**src/rtl/led_matrix_pkg.sv**
```systemverilog
// led_matrix_pkg: shared sizes, frame type and scan states for the LED matrix scanner
package led_matrix_pkg;
    localparam int NUM_LINES  = 16;
    localparam int LINE_W     = 16;
    localparam int LINE_IDX_W = $clog2(NUM_LINES);
    typedef logic [NUM_LINES-1:0][LINE_W-1:0] frame_t;
    typedef enum logic [1:0] {LOAD, BLANK, DRIVE} scan_state_t;
endpackage

```
**src/rtl/led_frame_buffer.sv**
```systemverilog
// led_frame_buffer: holds one red/green frame snapshot and returns the words for one line
//   CLK, RST (async, active-low) | load: capture strobe | red_in/grn_in: frames from upstream
//   line: line index | red_line/grn_line: buffered words for that line
module led_frame_buffer
    import led_matrix_pkg::*;
(
    input  logic                  CLK,
    input  logic                  RST,
    input  logic                  load,
    input  frame_t                red_in,
    input  frame_t                grn_in,
    input  logic [LINE_IDX_W-1:0] line,
    output logic [LINE_W-1:0]     red_line,
    output logic [LINE_W-1:0]     grn_line
);
    frame_t red_buf, grn_buf;

    always_ff @(posedge CLK or negedge RST) begin
        if (!RST) begin
            red_buf <= '0;
            grn_buf <= '0;
        end else if (load) begin
            red_buf <= red_in;
            grn_buf <= grn_in;
        end
    end

    assign red_line = red_buf[line];
    assign grn_line = grn_buf[line];
endmodule

```
**src/rtl/led_matrix_scanner.sv**
```systemverilog
// led_matrix_scanner: time-multiplexed line scan of a 16x16 red/green LED matrix
//   CLK, RST (async, active-low) | En: scan enable, 0 holds the scan and blanks outputs
//   RedPixels/GrnPixels: frames from upstream, snapshotted once per frame
//   LineSel: active-low one-hot line select | RedDrv/GrnDrv: drive bits for the lit line
//   FrameStart: one-cycle pulse in the snapshot cycle
module led_matrix_scanner
    import led_matrix_pkg::*;
#(
    parameter int DWELL_CYCLES = 1000,
    parameter int BLANK_CYCLES = 4
) (
    input  logic              CLK,
    input  logic              RST,
    input  logic              En,
    input  frame_t            RedPixels,
    input  frame_t            GrnPixels,
    output logic [LINE_W-1:0] LineSel,
    output logic [LINE_W-1:0] RedDrv,
    output logic [LINE_W-1:0] GrnDrv,
    output logic              FrameStart
);
    localparam int MAX_C = DWELL_CYCLES > BLANK_CYCLES ? DWELL_CYCLES : BLANK_CYCLES;
    localparam int CW    = MAX_C > 1 ? $clog2(MAX_C) : 1;

    scan_state_t           state;
    logic [CW-1:0]         cnt;
    logic [LINE_IDX_W-1:0] line;
    logic [LINE_W-1:0]     red_line, grn_line;
    logic                  load, lit;

    assign load = En && state == LOAD;
    assign lit  = En && state == DRIVE;

    led_frame_buffer u_buf (
        .CLK      (CLK),
        .RST      (RST),
        .load     (load),
        .red_in   (RedPixels),
        .grn_in   (GrnPixels),
        .line     (line),
        .red_line (red_line),
        .grn_line (grn_line)
    );

    always_ff @(posedge CLK or negedge RST) begin
        if (!RST) begin
            state      <= LOAD;
            cnt        <= '0;
            line       <= '0;
            LineSel    <= '1;
            RedDrv     <= '0;
            GrnDrv     <= '0;
            FrameStart <= 1'b0;
        end else begin
            // Outputs reflect the state being served on this edge; En=0 blanks and holds.
            FrameStart <= load;
            LineSel    <= lit ? ~(LINE_W'(1) << line) : '1;
            RedDrv     <= lit ? red_line : '0;
            GrnDrv     <= lit ? grn_line : '0;
            if (En) begin
                case (state)
                    LOAD: begin
                        state <= BLANK;
                        cnt   <= '0;
                        line  <= '0;
                    end
                    BLANK: begin
                        cnt   <= cnt == CW'(BLANK_CYCLES - 1) ? '0 : cnt + CW'(1);
                        state <= cnt == CW'(BLANK_CYCLES - 1) ? DRIVE : BLANK;
                    end
                    DRIVE: begin
                        if (cnt == CW'(DWELL_CYCLES - 1)) begin
                            cnt   <= '0;
                            line  <= line == LINE_IDX_W'(NUM_LINES - 1) ? '0 : line + LINE_IDX_W'(1);
                            state <= line == LINE_IDX_W'(NUM_LINES - 1) ? LOAD : BLANK;
                        end else begin
                            cnt <= cnt + CW'(1);
                        end
                    end
                    default: state <= LOAD;
                endcase
            end
        end
    end
endmodule

```
**config.mk**
```make
export PLATFORM = sky130hd
export DESIGN_NAME = led_matrix_scanner
export DESIGN_NICKNAME = d
export VERILOG_FILES = /design/src/rtl/led_matrix_pkg.sv /design/src/rtl/led_frame_buffer.sv /design/src/rtl/led_matrix_scanner.sv
export SDC_FILE = /design/constraint.sdc
export NUM_CORES = 1
export LEC_CHECK = 0
export BUFFER_PORTS_ARGS = -buffer_cell sky130_fd_sc_hd__buf_4
export CORE_AREA = 2 2 217 219
export CTS_CLUSTER_DIAMETER = 50
export CTS_CLUSTER_SIZE = 10
export DETAILED_ROUTE_END_ITERATION = 8
export DIE_AREA = 0 0 219 221
export PLACE_DENSITY = 0.79
export SLEW_MARGIN = 20
export SYNTH_ARGS = -nofsm -noshare
export SYNTH_HDL_FRONTEND = slang
export SYNTH_SLANG_ARGS = --single-unit
```
**constraint.sdc**
```tcl
create_clock -name CLK -period 3.25 [get_ports CLK]
set_input_delay 0.4875 -clock CLK [delete_from_list [all_inputs] [get_ports CLK]]
set_output_delay 0.4875 -clock CLK [all_outputs]
set_load 0.1 [all_outputs]
```
Word-level counts from Yosys, hierarchy flattened
Index checks and enable logic that the tools add are counted.
{"block": "word_totals", "out_inout_bits": 49, "inputBits": 515, "mem_bits_rw": 0, "latch_bits": 0, "romBits": 0, "ff_bits": 577, "word_cells": 75, "n_memories": 0}
{"block": "classes", "multipliers": 0, "n_addsub": 2, "n_eq_ne": 6, "order_cmp": 1, "bitwise_logic": 1, "shifts": 1, "reduce_logical": 8, "div": 0, "n_mux": 17}
{"operator": "$bmux 16 s4", "count": 2}
{"operator": "$mux 16", "count": 5}
{"operator": "$pmux 10 s3", "count": 1}
{"operator": "$mux 10", "count": 2}
{"operator": "$not 16->16", "count": 1}
{"operator": "$shl 1x4->16 const A", "count": 1}
{"operator": "$add 10x1->10 const B", "count": 1}
{"operator": "$eq 10x10->1 const B", "count": 1}
{"operator": "$eq 10x2->1 const B", "count": 1}
{"operator": "$mux 4", "count": 2}
{"operator": "$pmux 4 s2", "count": 1}
{"operator": "$pmux 2 s3", "count": 1}
{"operator": "$lt 4x5->1 const B", "count": 1}
{"operator": "$add 4x1->4 const B", "count": 1}
{"operator": "$eq 4x4->1 const B", "count": 1}
{"operator": "$mux 2", "count": 2}
{"operator": "$reduce_and 2->1", "count": 2}
{"operator": "$reduce_and 3->1", "count": 1}
{"operator": "$reduce_bool 3->1", "count": 1}
{"operator": "$eq 2x1->1 const B", "count": 1}
{"operator": "$eq 2x2->1 const B", "count": 1}
{"operator": "$logic_and 1x1->1", "count": 2}
{"operator": "$logic_not 2->1", "count": 1}
{"operator": "$ne 2x1->1 const B", "count": 1}
{"operator": "other kinds (2)", "count": 2}

Depth between registers and ports, before layout
{"block": "depth", "ltp_word": 4, "mapped_depth": 8, "mapped_depth_nobuf": 6}

Hierarchy
A second synthesis with hierarchy kept.
{"block": "hier_totals", "cells_unflattened": 1584, "area_unflattened_um2": 25241.7}
{"mod": "led_frame_buffer", "area_each_um2": 22561.6, "instances": 1, "seq_area_each_um2": 12812.3, "cells_each": 1352}
{"mod": "led_matrix_scanner", "area_each_um2": 2680.1, "instances": 1, "seq_area_each_um2": 1646.6, "cells_each": 232}

Worst setup path after synthesis
Ideal clock, no wire load.
{"block": "synth_path", "path_kind": "reg-to-reg", "from": "reg cnt[0]", "to": "reg line[2]", "setup_ns": 0.125, "t_required_ns": 3.125, "synth_period_minus_slack_ns": 1.988, "setup_slack_ns": 1.262, "path_stages_with_launch": 6, "n_path_buf": 0, "arrival_time_ns": 1.863, "cell_sequence": "dfrtp_1 > ha_1 > or3b_1 > or4_4 > o21a_4 > mux2_4"}
{"block": "synth_between", "elab_chain_cells": 3}
{"item": "from (decl)", "line": "led_matrix_scanner.sv:26", "source": "logic [CW-1:0] cnt;"}
{"item": "from (signal assigned)", "line": "led_matrix_scanner.sv:68", "source": "cnt <= cnt == CW'(BLANK_CYCLES - 1) ? '0 : cnt + CW'(1);"}
{"item": "from (signal assigned)", "line": "led_matrix_scanner.sv:77", "source": "cnt <= cnt + CW'(1);"}
{"item": "$eq 10x10->1", "line": "led_matrix_scanner.sv:72", "source": "if (cnt == CW'(DWELL_CYCLES - 1)) begin"}
{"item": "$ne 2x1->1 (no source line)"}
{"item": "$reduce_and 3->1 (no source line)"}
{"item": "to (signal assigned)", "line": "led_matrix_scanner.sv:74", "source": "line <= line == LINE_IDX_W'(NUM_LINES - 1) ? '0 : line + LINE_IDX_W'(1);"}
{"item": "to (decl)", "line": "led_matrix_scanner.sv:27", "source": "logic [LINE_IDX_W-1:0] line;"}
Every way passes these cells.
A chain may end at the register's enable or synchronous reset.

Worst setup path after layout
{"block": "layout_path", "from": "reg cnt[0]", "to": "reg cnt[1]"}
{"block": "layout_between", "elab_chain_cells": 3, "word_cells_on_any_way": 6, "cone_classes": "1 x add/sub; 2 x eq/ne; 3 x mux"}
{"item": "$add 10x1->10 (tied with other cells)", "line": "led_matrix_scanner.sv:68, led_matrix_scanner.sv:77"}
{"item": "$mux 10 (on tied branches)", "line": "led_matrix_scanner.sv:72, led_matrix_scanner.sv:68"}
{"item": "$pmux 10 s3 *", "line": "led_matrix_scanner.sv:61", "source": "case (state)"}
Every way passes the cells marked *; elsewhere a longest branch is shown, timed or not.

==> results.py <==
metrics = {
    "logic_synthesis": {
        "ys_seq_area_frac": 0.5699,
        "synth-async-reset-ratio": 1.000,
        "synth_edf_count": 0,
        "synth.top_cell.area_share": 0.5533,
        "synth_cells": 2622,
        "yosysMostFrequentCell": "nand2_1",
        "post_synth.cell_area_avg_um2": 9.677,
        "synth_seq_cells": 577,
        "synth_ff_type": "dfrtp_1",
        "synthTopCellsByArea": "dfrtp_1 (55%), nand2_1 (23%), mux4_2 (11%)",
        "netlist_area_um2": 25370,
        "yosys-top-cells-count": "nand2_1 (1,567), dfrtp_1 (561), clkbuf_1 (131), mux4_2 (128), mux2i_1 (65)",
        "synth_top_area_cell": "dfrtp_1",
        "synth_nets": 3148,
        "ys_types": 45,
        "synth_warnings": 0,
    },
    "clock_network": {
        "htree_levels": 3,
        "post_cts_buffers": 0,
        "clk_pin_slew_worst_paths_ns": 0.05,
        "hold_buffers": 1,
        "clock_sinks": 577,
        "cts_max_path_buffers": 3,
        "ctsResizeCount": 0,
        "cts_tree": "built",
        "clock_latency_ns": 0.59,
        "root_buffer": "clkbuf_16",
        "cts_buffers": 68,
    },
    "sta": {
        "finClkSkew_ns": 0.01974,
        "finalCriticalPeriod_ns": 2.450,
        "relSlewSlack": 0.3804,
        "achievable-frequency_ghz": 0.4082,
        "setup_viol": 0,
        "rsz0062_at_grt": "false",
        "final.setup.tns_ns": 0,
        "layout_worst_path_cycle_share": 0.7539,
        "hold_viol": 0,
        "worst_pin_slew_ns": 0.9294,
        "drv_slew": 0,
    },
    "detailed_routing": {
        "drtIter0Drc": 2559,
        "drc_errors": 0,
        "ant_nets": 0,
        "totalWireLength_um": 81070,
        "firstDrtPassIters": 5,
        "vias": 21300,
        "routedWlPerCell_um": 21.54,
        "vias_per_cell": 5.659,
    },
    "run": {
        "cap_violations": 0,
    },
    "die": {
        "dieArea_um2": 48400,
        "die_w_um": 219,
        "core-area_um2": 46060,
        "rows": 79,
        "start_util": 0.5509,
        "pin_count": 564,
        "die_h_um": 221,
    },
    "setup_path": {
        "critPathMaxStageDelay_ns": 0.61,
        "crit_path_end_kind": "flip-flop",
        "path_class": "flip-flop to flip-flop",
        "r2r_start": "cnt[0]",
        "rrSetupSlack_ns": 0.80,
        "reg2reg_to": "cnt[1]",
        "crit_path_top_delay_cell": "o21ai_0",
        "reg2reg_depth": 5,
        "path_cells": "ha_1 -> or3b_1 -> o31a_1 -> o21ai_0 -> o21ai_0",
        "cpMostUsedCell": "o21ai_0",
        "crit_fanout": 11,
        "crit_required_ns": 3.67,
        "worstPathArrival_ns": 2.87,
        "start_kind": "flip-flop",
    },
    "min_path": {
        "whs_path_depth": 3,
        "hold_path_class": "primary input to flip-flop",
        "hold_end": "u_buf.grn_buf[252]",
        "hold_start": "GrnPixels[252]",
    },
    "global_route": {
        "grt_pass1_wl_um": 123800,
        "grt_use_total": 0.3400,
        "grt_pass1_vias": 21650,
        "grt-ovfl-total": 0,
        "grt_max_degree": 204,
        "antenna_found_initial": 3,
    },
    "pwr": {
        "internal_power_w": 0.01498,
        "power.switching_w": 0.006310,
        "pwr-share-clk": 0.322,
        "swShare": 0.2964,
        "combPwrFrac": 0.201,
        "powerDensity_nw_per_um2": 658.3,
        "p_leak_nw": 17.16,
        "seq_power_share": 0.476,
        "max-vdd-ir-drop_mv": 0.3931,
    },
    "layout": {
        "finish.utilization": 0.7022,
        "fin_nets": 3666,
        "area.growth.synth_to_final_pct": 27.48,
        "final_cells": 3764,
        "drive_gt1_frac": 0.2669,
    },
    "status": {
        "status": "finished clean",
    },
    "place": {
        "io_buffers": 563,
        "dp.cells": 3676,
        "hpwl_um": 59480,
        "gp_congestion": 0.9724,
    },
}
layout make-up:
| class | instances | area [um2] |
|---|---|---|
| diodes | 2 | 5.005 |
| clock buffers | 83 | 1874 |
| clock inverters | 2 | 37.54 |
| fillers | 3401 | 13720 |
| inverters | 9 | 43.79 |
| multi-input cells | 1874 | 10240 |
| flip-flops and latches | 577 | 14470 |
| well taps | 607 | 759.5 |
| repair buffers | 610 | 4915 |
metal layers:
metal | part of all wire | wire length [um] | global-route usage | vias to the layer above
li1 | - | - | - | 9421
met1 | 0.38 | 31160 | 0.4592 | 10510
met2 | 0.47 | 38300 | 0.5260 | 1159
met3 | 0.089 | 7177 | 0.06488 | 205
met4 | 0.055 | 4423 | 0.1827 | 2
met5 | 0.00016 | 13 | 0 | -
cells by family after synthesis:
kind of cell,share of synthesized area
and+or+nand+nor,0.2411
DFF,0.5699
muxes,0.1398
buffers and inverters,0.02687
AOI/OAI and AO/OA,0.01617
adders and majority gates,0.005424
xor gates and xnor gates,0.0006905
per-stage QoR:
step                      area, um2  total power (W)  worst slack, ns  hold slack [ns]
after global routing          32350          0.02227           0.6523          0.08830
after CTS                     32340          0.02129           0.8083          0.06554
after detailed placement      30420          0.01440           0.8264           0.4567
after global placement        30420          0.01419           0.8609           0.4526
after floorplan               25370          0.01237            1.262           0.1919
final                         32350          0.02129           0.7999          0.08841
worst max path at each step:
stage	from	to	slack (ns)
after CTS	line[0]	GrnDrv[4]	0.81
after detailed placement	line[0]	GrnDrv[4]	0.83
after global routing	cnt[0]	cnt[1]	0.65
after global placement	line[0]	GrnDrv[4]	0.86
final	cnt[0]	cnt[1]	0.80
after floorplan	cnt[0]	line[2]	1.26
worst max-delay path: cells and delay by family, from the launching register on:
family                     cells  cell delay [ns]
AOI/OAI and AO/OA              3             1.27
adders and majority gates      1             0.25
DFF                            1             0.38
and+or+nand+nor                1             0.39
power by group through the flow:
stage	logic, W	registers, W	clock network (W)
global placement	0.00407	0.0101	0
finish	0.00429	0.0101	0.00686
detailed placement	0.00423	0.0102	0
floorplan	0.00267	0.00969	0
global route	0.00476	0.0103	0.00723
CTS	0.00429	0.0101	0.00692
cell usage in the layout, fill, tap and decap left out, types with 4 or more instances in the layout:
cell type / count
nand3_1: 12
o211ai_1: 4
inv_1: 7
buf_12: 26
nor2_1: 8
dfstp_2: 16
o22ai_1: 32
mux2i_1: 65
o2111ai_1: 4
buf_4: 582
clkbuf_1: 9
clkbuf_16: 73
nand2_1: 1566
ha_1: 11
dfrtp_1: 559
o21ai_0: 6
mux4_2: 128
nor3_1: 4
sequential cells by signal (all words and copies together) (netlist names):
signal,flops
state,2
LineSel,16
u_buf.red_buf,256
u_buf.grn_buf,256
line,4
GrnDrv,16
RedDrv,16
FrameStart,1
cnt,10
No activity file was read; power rests on OpenSTA's default activity.
